<file path="src/rtl/ctrl_pkg.sv">
// -----------------------------------------------------------------------------
// ctrl_pkg
// Shared types and constants for the RV32I multicycle control unit:
//   - state_t     : 4-bit FSM state encoding (FETCH = 0)
//   - OP_*        : RV32I major opcodes (instruction bits [6:0])
//   - *_t enums   : datapath select encodings (ALU operands/op, writeback, PC)
//   - op_class_t  : opcode class produced by ctrl_opdec
//   - sel_t       : the state-only datapath selects, registered in ctrl_fsm
//   - sel_for()   : select values for a given state
// -----------------------------------------------------------------------------
package ctrl_pkg;

   typedef enum logic [3:0] {
      ST_FETCH    = 4'd0,
      ST_DECODE   = 4'd1,
      ST_MEM_ADDR = 4'd2,
      ST_MEM_RD   = 4'd3,
      ST_MEM_WB   = 4'd4,
      ST_MEM_WR   = 4'd5,
      ST_EXEC_R   = 4'd6,
      ST_EXEC_I   = 4'd7,
      ST_UPPER    = 4'd8,
      ST_ALU_WB   = 4'd9,
      ST_BRANCH   = 4'd10,
      ST_JAL      = 4'd11,
      ST_JALR     = 4'd12,
      ST_TRAP     = 4'd13
   } state_t;

   localparam logic [6:0] OP_LOAD   = 7'b0000011;
   localparam logic [6:0] OP_STORE  = 7'b0100011;
   localparam logic [6:0] OP_R      = 7'b0110011;
   localparam logic [6:0] OP_I      = 7'b0010011;
   localparam logic [6:0] OP_BRANCH = 7'b1100011;
   localparam logic [6:0] OP_JAL    = 7'b1101111;
   localparam logic [6:0] OP_JALR   = 7'b1100111;
   localparam logic [6:0] OP_LUI    = 7'b0110111;
   localparam logic [6:0] OP_AUIPC  = 7'b0010111;

   typedef enum logic [1:0] {
      SRC_A_PC     = 2'd0,
      SRC_A_RS1    = 2'd1,
      SRC_A_OLD_PC = 2'd2,
      SRC_A_ZERO   = 2'd3
   } alu_src_a_t;

   typedef enum logic [1:0] {
      SRC_B_RS2  = 2'd0,
      SRC_B_IMM  = 2'd1,
      SRC_B_FOUR = 2'd2
   } alu_src_b_t;

   typedef enum logic [1:0] {
      ALU_ADD    = 2'd0,
      ALU_BRANCH = 2'd1,
      ALU_FUNCT  = 2'd2
   } alu_op_t;

   typedef enum logic [1:0] {
      WB_ALUOUT = 2'd0,
      WB_MEM    = 2'd1,
      WB_LINK   = 2'd2
   } wb_sel_t;

   typedef enum logic {
      PC_ALU    = 1'b0,
      PC_ALUOUT = 1'b1
   } pc_sel_t;

   typedef enum logic [2:0] {
      CLS_MEM,
      CLS_R,
      CLS_I,
      CLS_BRANCH,
      CLS_JAL,
      CLS_JALR,
      CLS_UPPER,
      CLS_ILLEGAL
   } op_class_t;

   // Selects that depend on state only.
   typedef struct packed {
      logic       mem_req;
      logic       mem_we;
      logic       addr_sel;
      pc_sel_t    pc_sel;
      wb_sel_t    wb_sel;
      alu_src_a_t alu_src_a;
      alu_src_b_t alu_src_b;
      alu_op_t    alu_op;
   } sel_t;

   // is_lui only matters in UPPER, where it picks zero (LUI) or old_pc (AUIPC).
   function automatic sel_t sel_for(state_t s, logic is_lui);
      sel_t r;
      r = '0;
      case (s)
         ST_FETCH: begin
            r.mem_req   = 1'b1;
            r.alu_src_a = SRC_A_PC;
            r.alu_src_b = SRC_B_FOUR;
         end
         ST_DECODE: begin
            r.alu_src_a = SRC_A_OLD_PC;
            r.alu_src_b = SRC_B_IMM;
         end
         ST_MEM_ADDR: begin
            r.alu_src_a = SRC_A_RS1;
            r.alu_src_b = SRC_B_IMM;
         end
         ST_MEM_RD: begin
            r.mem_req  = 1'b1;
            r.addr_sel = 1'b1;
         end
         ST_MEM_WB: r.wb_sel = WB_MEM;
         ST_MEM_WR: begin
            r.mem_req  = 1'b1;
            r.mem_we   = 1'b1;
            r.addr_sel = 1'b1;
         end
         ST_EXEC_R: begin
            r.alu_src_a = SRC_A_RS1;
            r.alu_src_b = SRC_B_RS2;
            r.alu_op    = ALU_FUNCT;
         end
         ST_EXEC_I: begin
            r.alu_src_a = SRC_A_RS1;
            r.alu_src_b = SRC_B_IMM;
            r.alu_op    = ALU_FUNCT;
         end
         ST_UPPER: begin
            r.alu_src_a = is_lui ? SRC_A_ZERO : SRC_A_OLD_PC;
            r.alu_src_b = SRC_B_IMM;
         end
         ST_ALU_WB: r.wb_sel = WB_ALUOUT;
         ST_BRANCH: begin
            r.alu_src_a = SRC_A_RS1;
            r.alu_src_b = SRC_B_RS2;
            r.alu_op    = ALU_BRANCH;
            r.pc_sel    = PC_ALUOUT;
         end
         ST_JAL: begin
            r.pc_sel = PC_ALUOUT;
            r.wb_sel = WB_LINK;
         end
         ST_JALR: begin
            r.alu_src_a = SRC_A_RS1;
            r.alu_src_b = SRC_B_IMM;
            r.pc_sel    = PC_ALU;
            r.wb_sel    = WB_LINK;
         end
         default: r = '0;
      endcase
      return r;
   endfunction

endpackage

</file>
<file path="src/rtl/ctrl_if.sv">
// -----------------------------------------------------------------------------
// ctrl_if
// Shared memory port handshake between the control unit and memory.
//   mem_req   : request (master -> slave)
//   mem_we    : write request, meaningful only with mem_req
//   addr_sel  : address source, 0 = PC, 1 = ALUOut
//   mem_ready : memory completes the current request this cycle (slave -> master)
// -----------------------------------------------------------------------------
interface ctrl_if;
   logic mem_req;
   logic mem_we;
   logic addr_sel;
   logic mem_ready;

   modport master (output mem_req, output mem_we, output addr_sel, input mem_ready);
   modport slave  (input mem_req, input mem_we, input addr_sel, output mem_ready);
endinterface

</file>
<file path="src/rtl/ctrl_opdec.sv">
// -----------------------------------------------------------------------------
// ctrl_opdec
// Combinational opcode classifier used by DECODE and MEM_ADDR.
//   opcode   in  7 : instruction bits [6:0]
//   op_class out 3 : class selecting the state after DECODE
//   illegal  out 1 : opcode is not an RV32I major opcode handled here
//   is_load  out 1 : opcode is a load (MEM_ADDR -> MEM_RD)
//   is_lui   out 1 : opcode is LUI (UPPER uses zero as operand A)
// -----------------------------------------------------------------------------
module ctrl_opdec
   import ctrl_pkg::*;
(
   input  logic [6:0] opcode,
   output op_class_t  op_class,
   output logic       illegal,
   output logic       is_load,
   output logic       is_lui
);

   always_comb begin
      // NOTE: every output gets a default before the case so no path leaves
      // it unassigned; an unassigned path would infer a latch.
      op_class = CLS_ILLEGAL;
      illegal  = 1'b0;
      case (opcode)
         OP_LOAD, OP_STORE: op_class = CLS_MEM;
         OP_R:              op_class = CLS_R;
         OP_I:              op_class = CLS_I;
         OP_BRANCH:         op_class = CLS_BRANCH;
         OP_JAL:            op_class = CLS_JAL;
         OP_JALR:           op_class = CLS_JALR;
         OP_LUI, OP_AUIPC:  op_class = CLS_UPPER;
         default:           illegal  = 1'b1;
      endcase
   end

   assign is_load = (opcode == OP_LOAD);
   assign is_lui  = (opcode == OP_LUI);

endmodule

</file>
<file path="src/rtl/ctrl_fsm.sv">
// -----------------------------------------------------------------------------
// ctrl_fsm
// Multicycle control FSM for the RV32I core: FETCH, DECODE, execute, memory
// and writeback sequencing, plus a memory wait-timeout.
// Parameters:
//   MEM_WAIT_MAX : wait cycles before a memory access is aborted (0 = never), 0..255
// Configuration macro:
//   CTRL_TRAP_EN : illegal opcodes halt in TRAP (left only by reset);
//                  when undefined they execute as a NOP and trap is tied to 0.
// Ports:
//   clk, reset_n       : clock (rising edge), async active-low reset
//   mem                : ctrl_if master (mem_req, mem_we, addr_sel / mem_ready)
//   opcode             : instruction register bits [6:0]
//   branch_taken       : ALU compare result for the current branch
//   write_ir, pc_write : IR / PC load enables
//   pc_sel, reg_write, wb_sel, alu_src_a, alu_src_b, alu_op : datapath selects
//   mem_err            : one-cycle pulse on memory timeout
//   trap               : illegal-instruction halt
//   state_dbg          : current state encoding
// All outputs are forced to 0 while reset_n is low.
// -----------------------------------------------------------------------------
module ctrl_fsm
   import ctrl_pkg::*;
#(
   parameter int unsigned MEM_WAIT_MAX = 16
) (
   input  logic        clk,
   input  logic        reset_n,
   ctrl_if.master      mem,
   input  logic [6:0]  opcode,
   input  logic        branch_taken,
   output logic        write_ir,
   output logic        pc_write,
   output logic        pc_sel,
   output logic        reg_write,
   output logic [1:0]  wb_sel,
   output logic [1:0]  alu_src_a,
   output logic [1:0]  alu_src_b,
   output logic [1:0]  alu_op,
   output logic        mem_err,
   output logic        trap,
   output logic [3:0]  state_dbg
);

   localparam logic [7:0] WAIT_LIMIT = 8'(MEM_WAIT_MAX);

   state_t     state_q;
   state_t     state_d;
   sel_t       sel_q;
   sel_t       sel_o;
   logic [7:0] wait_cnt;
   logic       in_mem;
   logic       timeout;

   op_class_t  op_class;
   logic       illegal;
   logic       is_load;
   logic       is_lui;

   ctrl_opdec u_opdec (
      .opcode   (opcode),
      .op_class (op_class),
      .illegal  (illegal),
      .is_load  (is_load),
      .is_lui   (is_lui)
   );

   assign in_mem  = (state_q == ST_FETCH) || (state_q == ST_MEM_RD) ||
                    (state_q == ST_MEM_WR);
   // A ready in the limit cycle wins: the access completes normally.
   assign timeout = (MEM_WAIT_MAX != 0) && in_mem && !mem.mem_ready &&
                    (wait_cnt == WAIT_LIMIT);

   always_comb begin
      state_d = state_q;
      case (state_q)
         ST_FETCH: begin
            if (timeout)            state_d = ST_FETCH;
            else if (mem.mem_ready) state_d = ST_DECODE;
         end
         ST_DECODE: begin
            if (illegal) begin
`ifdef CTRL_TRAP_EN
               state_d = ST_TRAP;
`else
               state_d = ST_FETCH;
`endif
            end else begin
               case (op_class)
                  CLS_MEM:    state_d = ST_MEM_ADDR;
                  CLS_R:      state_d = ST_EXEC_R;
                  CLS_I:      state_d = ST_EXEC_I;
                  CLS_BRANCH: state_d = ST_BRANCH;
                  CLS_JAL:    state_d = ST_JAL;
                  CLS_JALR:   state_d = ST_JALR;
                  CLS_UPPER:  state_d = ST_UPPER;
                  default:    state_d = ST_FETCH;
               endcase
            end
         end
         ST_MEM_ADDR: state_d = is_load ? ST_MEM_RD : ST_MEM_WR;
         ST_MEM_RD: begin
            if (timeout)            state_d = ST_FETCH;
            else if (mem.mem_ready) state_d = ST_MEM_WB;
         end
         ST_MEM_WR: begin
            if (timeout || mem.mem_ready) state_d = ST_FETCH;
         end
         ST_EXEC_R, ST_EXEC_I, ST_UPPER: state_d = ST_ALU_WB;
         ST_MEM_WB, ST_ALU_WB, ST_BRANCH, ST_JAL, ST_JALR: state_d = ST_FETCH;
`ifdef CTRL_TRAP_EN
         ST_TRAP: state_d = ST_TRAP;
`endif
         default: state_d = ST_FETCH;
      endcase
   end

   // State-only selects are registered from the next state so they come
   // straight off flops, aligned with the state they belong to.
   always_ff @(posedge clk or negedge reset_n) begin
      if (!reset_n) begin
         state_q  <= ST_FETCH;
         sel_q    <= sel_for(ST_FETCH, 1'b0);
         wait_cnt <= '0;
      end else begin
         // NOTE: non-blocking assignments so every flop samples pre-edge
         // values regardless of statement order.
         state_q <= state_d;
         sel_q   <= sel_for(state_d, is_lui);
         // A timed-out FETCH stays in FETCH, so clear explicitly on timeout.
         if (timeout || (state_d != state_q))
            wait_cnt <= '0;
         else if (in_mem && !mem.mem_ready && (wait_cnt != 8'hFF))
            wait_cnt <= wait_cnt + 8'd1;
      end
   end

   // Reset gating makes mem_req drop asynchronously and zeroes every output.
   assign sel_o        = reset_n ? sel_q : '0;
   assign mem.mem_req  = sel_o.mem_req;
   assign mem.mem_we   = sel_o.mem_we;
   assign mem.addr_sel = sel_o.addr_sel;
   assign pc_sel       = sel_o.pc_sel;
   assign wb_sel       = sel_o.wb_sel;
   assign alu_src_a    = sel_o.alu_src_a;
   assign alu_src_b    = sel_o.alu_src_b;
   assign alu_op       = sel_o.alu_op;
   assign state_dbg    = reset_n ? state_q : 4'd0;

   // mem_ready is low on a timeout, so write_ir/pc_write stay off then.
   assign write_ir  = reset_n && (state_q == ST_FETCH) && mem.mem_ready;
   assign pc_write  = reset_n && (((state_q == ST_FETCH) && mem.mem_ready) ||
                                  ((state_q == ST_BRANCH) && branch_taken) ||
                                  (state_q == ST_JAL) || (state_q == ST_JALR));
   assign reg_write = reset_n && ((state_q == ST_MEM_WB) || (state_q == ST_ALU_WB) ||
                                  (state_q == ST_JAL) || (state_q == ST_JALR));
   assign mem_err   = reset_n && timeout;

`ifdef CTRL_TRAP_EN
   assign trap = reset_n && (state_q == ST_TRAP);
`else
   assign trap = 1'b0;
`endif

endmodule

</file>
<file path="src/flat_wrapper.sv">
// flat-port wrapper written by rule: the top's interface ports become plain ports
module ctrl_fsm_flat import ctrl_pkg::*;
#(
   parameter int unsigned MEM_WAIT_MAX = 16
)
  (clk, reset_n, opcode, branch_taken, write_ir, pc_write, pc_sel, reg_write, wb_sel, alu_src_a, alu_src_b, alu_op, mem_err, trap, state_dbg, mem_mem_req, mem_mem_we, mem_addr_sel, mem_mem_ready);
  ctrl_if mem_i ();
  input  logic clk;
  input  logic reset_n;
  input  logic [6:0] opcode;
  input  logic branch_taken;
  output logic write_ir;
  output logic pc_write;
  output logic pc_sel;
  output logic reg_write;
  output logic [1:0] wb_sel;
  output logic [1:0] alu_src_a;
  output logic [1:0] alu_src_b;
  output logic [1:0] alu_op;
  output logic mem_err;
  output logic trap;
  output logic [3:0] state_dbg;
  output wire logic [$bits(mem_i.mem_req)-1:0] mem_mem_req;
  output wire logic [$bits(mem_i.mem_we)-1:0] mem_mem_we;
  output wire logic [$bits(mem_i.addr_sel)-1:0] mem_addr_sel;
  input wire logic [$bits(mem_i.mem_ready)-1:0] mem_mem_ready;
  assign mem_mem_req = mem_i.mem_req;
  assign mem_mem_we = mem_i.mem_we;
  assign mem_addr_sel = mem_i.addr_sel;
  assign mem_i.mem_ready = mem_mem_ready;
  ctrl_fsm #(.MEM_WAIT_MAX(MEM_WAIT_MAX)) u_core (.clk(clk), .reset_n(reset_n), .mem(mem_i), .opcode(opcode), .branch_taken(branch_taken), .write_ir(write_ir), .pc_write(pc_write), .pc_sel(pc_sel), .reg_write(reg_write), .wb_sel(wb_sel), .alu_src_a(alu_src_a), .alu_src_b(alu_src_b), .alu_op(alu_op), .mem_err(mem_err), .trap(trap), .state_dbg(state_dbg));
endmodule
</file>
<file path="config.mk">
export PLATFORM = sky130hd
export DESIGN_NAME = ctrl_fsm_flat
export DESIGN_NICKNAME = d
export VERILOG_FILES = /design/src/rtl/ctrl_pkg.sv /design/src/rtl/ctrl_if.sv /design/src/rtl/ctrl_opdec.sv /design/src/rtl/ctrl_fsm.sv /design/src/flat_wrapper.sv
export SDC_FILE = /design/constraint.sdc
export NUM_CORES = 1
export LEC_CHECK = 0
export BUFFER_PORTS_ARGS = -buffer_cell sky130_fd_sc_hd__buf_4
export CAP_MARGIN = 20
export CORE_ASPECT_RATIO = 1.4
export CORE_UTILIZATION = 35
export DETAILED_ROUTE_END_ITERATION = 12
export SLEW_MARGIN = 30
export SYNTH_ARGS = -nofsm -noshare
export SYNTH_HDL_FRONTEND = slang
export SYNTH_SLANG_ARGS = --single-unit
</file>
<file path="constraint.sdc">
create_clock -name clk -period 2.9 [get_ports clk]
set_input_delay 0.435 -clock clk [delete_from_list [all_inputs] [get_ports clk]]
set_output_delay 0.435 -clock clk [all_outputs]
set_load 0.01 [all_outputs]
</file>
==> results.yml <==
critical_path:
  crit_required_ns: 3.10
  cp.arrival_ns: 2.42
  cpPeakStageDelay_ns: 0.54
  crit_path_top_delay_cell: "dfrtp_1"
  critPathCaptureType: "flop"
  crit_path_start_kind: "flop"
  crit_type: "flop to flop"
  cp.buffers_inverters: 0
  path_max_fanout: 14
  critical_path.top_delay_family: "compound AO/OA/AOI/OAI gates"
  path_cells: "nor2_2, nand4_1, a21oi_1, a21oi_2, o31a_1, o21ai_1"
power_and_ir_drop:
  max-vdd-ir-drop_mv: 0.1880
  p_seq_share_pct: 42.4
  combPwrFrac_pct: 25.6
  clockPowerShare_pct: 32.0
  p_int_mw: 0.6572
  leakagePower_nw: 0.9105
  powerDensity_nw_per_um2: 471.9
  p_switching_mw: 0.2751
  sw_frac_of_total_pct: 29.50
sta:
  setup_ws_ns: 0.6738
  finalSetupViolCount: 0
  slew_headroom_pct: 62.13
  rsz0062_at_grt: "false"
  finalCriticalPeriod_ns: 2.226
  drv_slew: 0
  fin_crit_sh_pct: 76.77
  hold_violations: 0
  tightest_slew_ns: 0.5680
  fin_worst_skew_ns: 0.006870
  fmax_mhz: 449.2
  fin_setup_tns_ns: 0
synth:
  syn-cell-area_um2: 1648
  avgSynthCellArea_um2: 9.580
  synth-seq-cells: 24
  synth_ff_type: "dfrtp_1"
  netlist_instances: 172
  seq_area_frac_synth_pct: 36.60
  syn_nets: 185
  yosys_warnings: 0
  synth_edf_count: 0
  async_reset_ff_share_pct: 100.0
  synth.distinct_cells: 61
global_route:
  grt_first_pass_wirelength_um: 6113
  grt_pass1_vias: 1279
  grt_overflow_total: 0
  antenna_found_initial: 0
  grt_max_degree: 42
  grt_usage_pct: 15.79
floorplan:
  dieArea_um2: 4990
  ios: 32
  fp.dieH_um: 83.19
  die_x_um: 59.99
  core-area_um2: 4536
  start_util_pct: 36.33
  rows: 29
run_status:
  status: "finished, final reports clean"
route:
  drtPass1Iterations: 4
  wl_um: 3482
  vias: 1337
  drt_iter0_markers: 31
  ant_nets: 0
  vias_per_cell: 5.123
  remaining_drc_errors: 0
  wire_per_inst_um: 13.34
final_layout:
  nets: 213
  postLayoutCellArea_um2: 1976
  area_growth_pct: 19.89
  antenna-diode-count: 0
  fillerInstances: 475
  final_layout_size_suffix_gt1_share_pct: 27.14
hold_path:
  hold_class: "input pin to async pin"
clock_tree:
  ctsResizeCount: 0
  cts-htree-levels: 1
  tritoncts: "yes"
  cts_hold_buffers: 0
  max-clock-path-buffers: 2
  insertion_delay_ns: 0.27
  cts_sinks: 24
  cts_buffers: 3
  cts-root-buf: "clkbuf_8"
  clk_pin_slew_ns: 0.09
  post_cts.repair.setup_buffers: 0
place:
  hpwl_um: 2616
  place_ws_ns: 0.7560
  place.gp.congestion: 0.8476
  port_buffers: 30
  place_area_um2: 1904
run:
  cap_viol_max_count: 0
[sequential cells by signal, indices dropped and copies added (netlist names)]
name and cells:
u_core.sel_q 12, u_core.wait_cnt 8, u_core.state_q 4
[worst reg2reg max path, cell delays in order (launching register included)]
cell     delay, ns
dfrtp_1       0.54
nor2_2        0.31
nand4_1       0.18
a21oi_1       0.48
a21oi_2       0.16
o31a_1        0.34
o21ai_1       0.13
[cells in the mapped netlist (all sizes together), types with 3 or more instances]
| cell type | number | share of area, % |
|---|---|---|
| nor2 | 21 | 5.4 |
| buf | 5 | 2.4 |
| nand3b | 3 | 1.4 |
| and3 | 3 | 1.1 |
| dfrtp | 22 | 33 |
| nand2 | 9 | 2.0 |
| or3 | 3 | 1.7 |
| and2 | 16 | 6.1 |
| inv | 10 | 2.3 |
| nor3 | 4 | 1.2 |
| nor4 | 3 | 1.1 |
| nand4 | 9 | 4.3 |
| xor2 | 6 | 3.2 |
| a21oi | 8 | 2.7 |
| o21ai | 3 | 0.91 |
[power groups by stage]
stage	Clock, mW	Sequential (mW)	Combinational, mW
global placement	0	0.402	0.240
CTS	0.300	0.396	0.242
global route	0.313	0.402	0.269
detailed placement	0	0.402	0.240
finish	0.298	0.396	0.238
floorplan	0	0.387	0.182
[through the flow]
step | power (mW) | cells | utilization (%) | hold WS [ns]
2_1_floorplan | 0.5695 | 172 | - | 0.1394
3_3_place_gp | 0.6423 | 257 | 41.99 | 0.3964
3_5_place_dp | 0.6422 | 257 | 41.99 | 0.3922
4_1_cts | 0.9378 | 261 | 43.56 | 0.09540
5_1_grt | 0.9828 | 261 | 43.56 | 0.1214
6_report | 0.9323 | 261 | 43.56 | 0.07702
[metal layers]
metal / GRT usage, % / wire (um) / up-vias
li1: - / - / 669
met1: 22.08 / 1644 / 629
met2: 24.24 / 1668 / 32
met3: 1.558 / 104 / 7
met4: 6.765 / 64 / 0
met5: 0 / 0 / -
[cells by family (layout without fill, tap and decap cells)]
kind of cell / Yosys count / count (layout) / share of synthesized area (%)
and+or+nand+nor: 85 / 85 / 31.21
AOI/OAI and AO/OA: 34 / 34 / 19.36
DFF: 24 / 24 / 36.60
buffers and inverters: 17 / 44 / 5.087
xor gates and xnor gates: 8 / 8 / 5.391
adders and majority gates: 2 / 2 / 1.518
other: 1 / 1 / 0.2276
muxes: 1 / 1 / 0.6075
[placed cells by master, fill, tap and decap left out, types with 2 or more instances in the layout]
master     n
xor2_1     6
nand2b_1   2
clkbuf_8   3
ha_1       2
and3_1     3
nand3b_1   3
nand4_1    8
buf_4     30
nor3_1     4
nor4_1     3
o31ai_1    2
or3_4      2
a211o_1    2
nor3b_1    2
inv_1      8
dfstp_2    2
and2_1    16
dfrtp_1   22
and4b_1    2
o21ai_1    3
inv_2      2
nor2_1    19
a21oi_1    7
nand2_1    9
and3b_1    2
[cell type report]
class | instances | area [um2] | area share, %
well taps | 62 | 77.57 | 3.927
clock buffers | 3 | 41.29 | 2.090
inverters | 10 | 37.54 | 1.900
multi-input cells | 131 | 960.9 | 48.64
repair buffers | 30 | 225.2 | 11.40
flip-flops and latches | 24 | 603.1 | 30.53
clock inverters | 1 | 30.03 | 1.520
[path summary, 6_finish.rpt]
| kind | from | endpoint | slack, ns | depth (start not counted) |
|---|---|---|---|---|
| max | u_core.state_q[2] | u_core.sel_q[2] | 0.67 | 6 |
| min | reset_n | u_core.wait_cnt[0] | 0.08 | 1 |
| max reg2reg | u_core.state_q[2] | u_core.sel_q[2] | 0.67 | 6 |
| min reg2reg | u_core.wait_cnt[6] | u_core.wait_cnt[6] | 0.57 | 2 |
| max in group asynchronous | reset_n | u_core.sel_q[3] | 2.49 | 1 |
| min in group clk | u_core.wait_cnt[6] | u_core.wait_cnt[6] | 0.57 | 2 |
No activity file was read; power rests on OpenSTA's default activity.
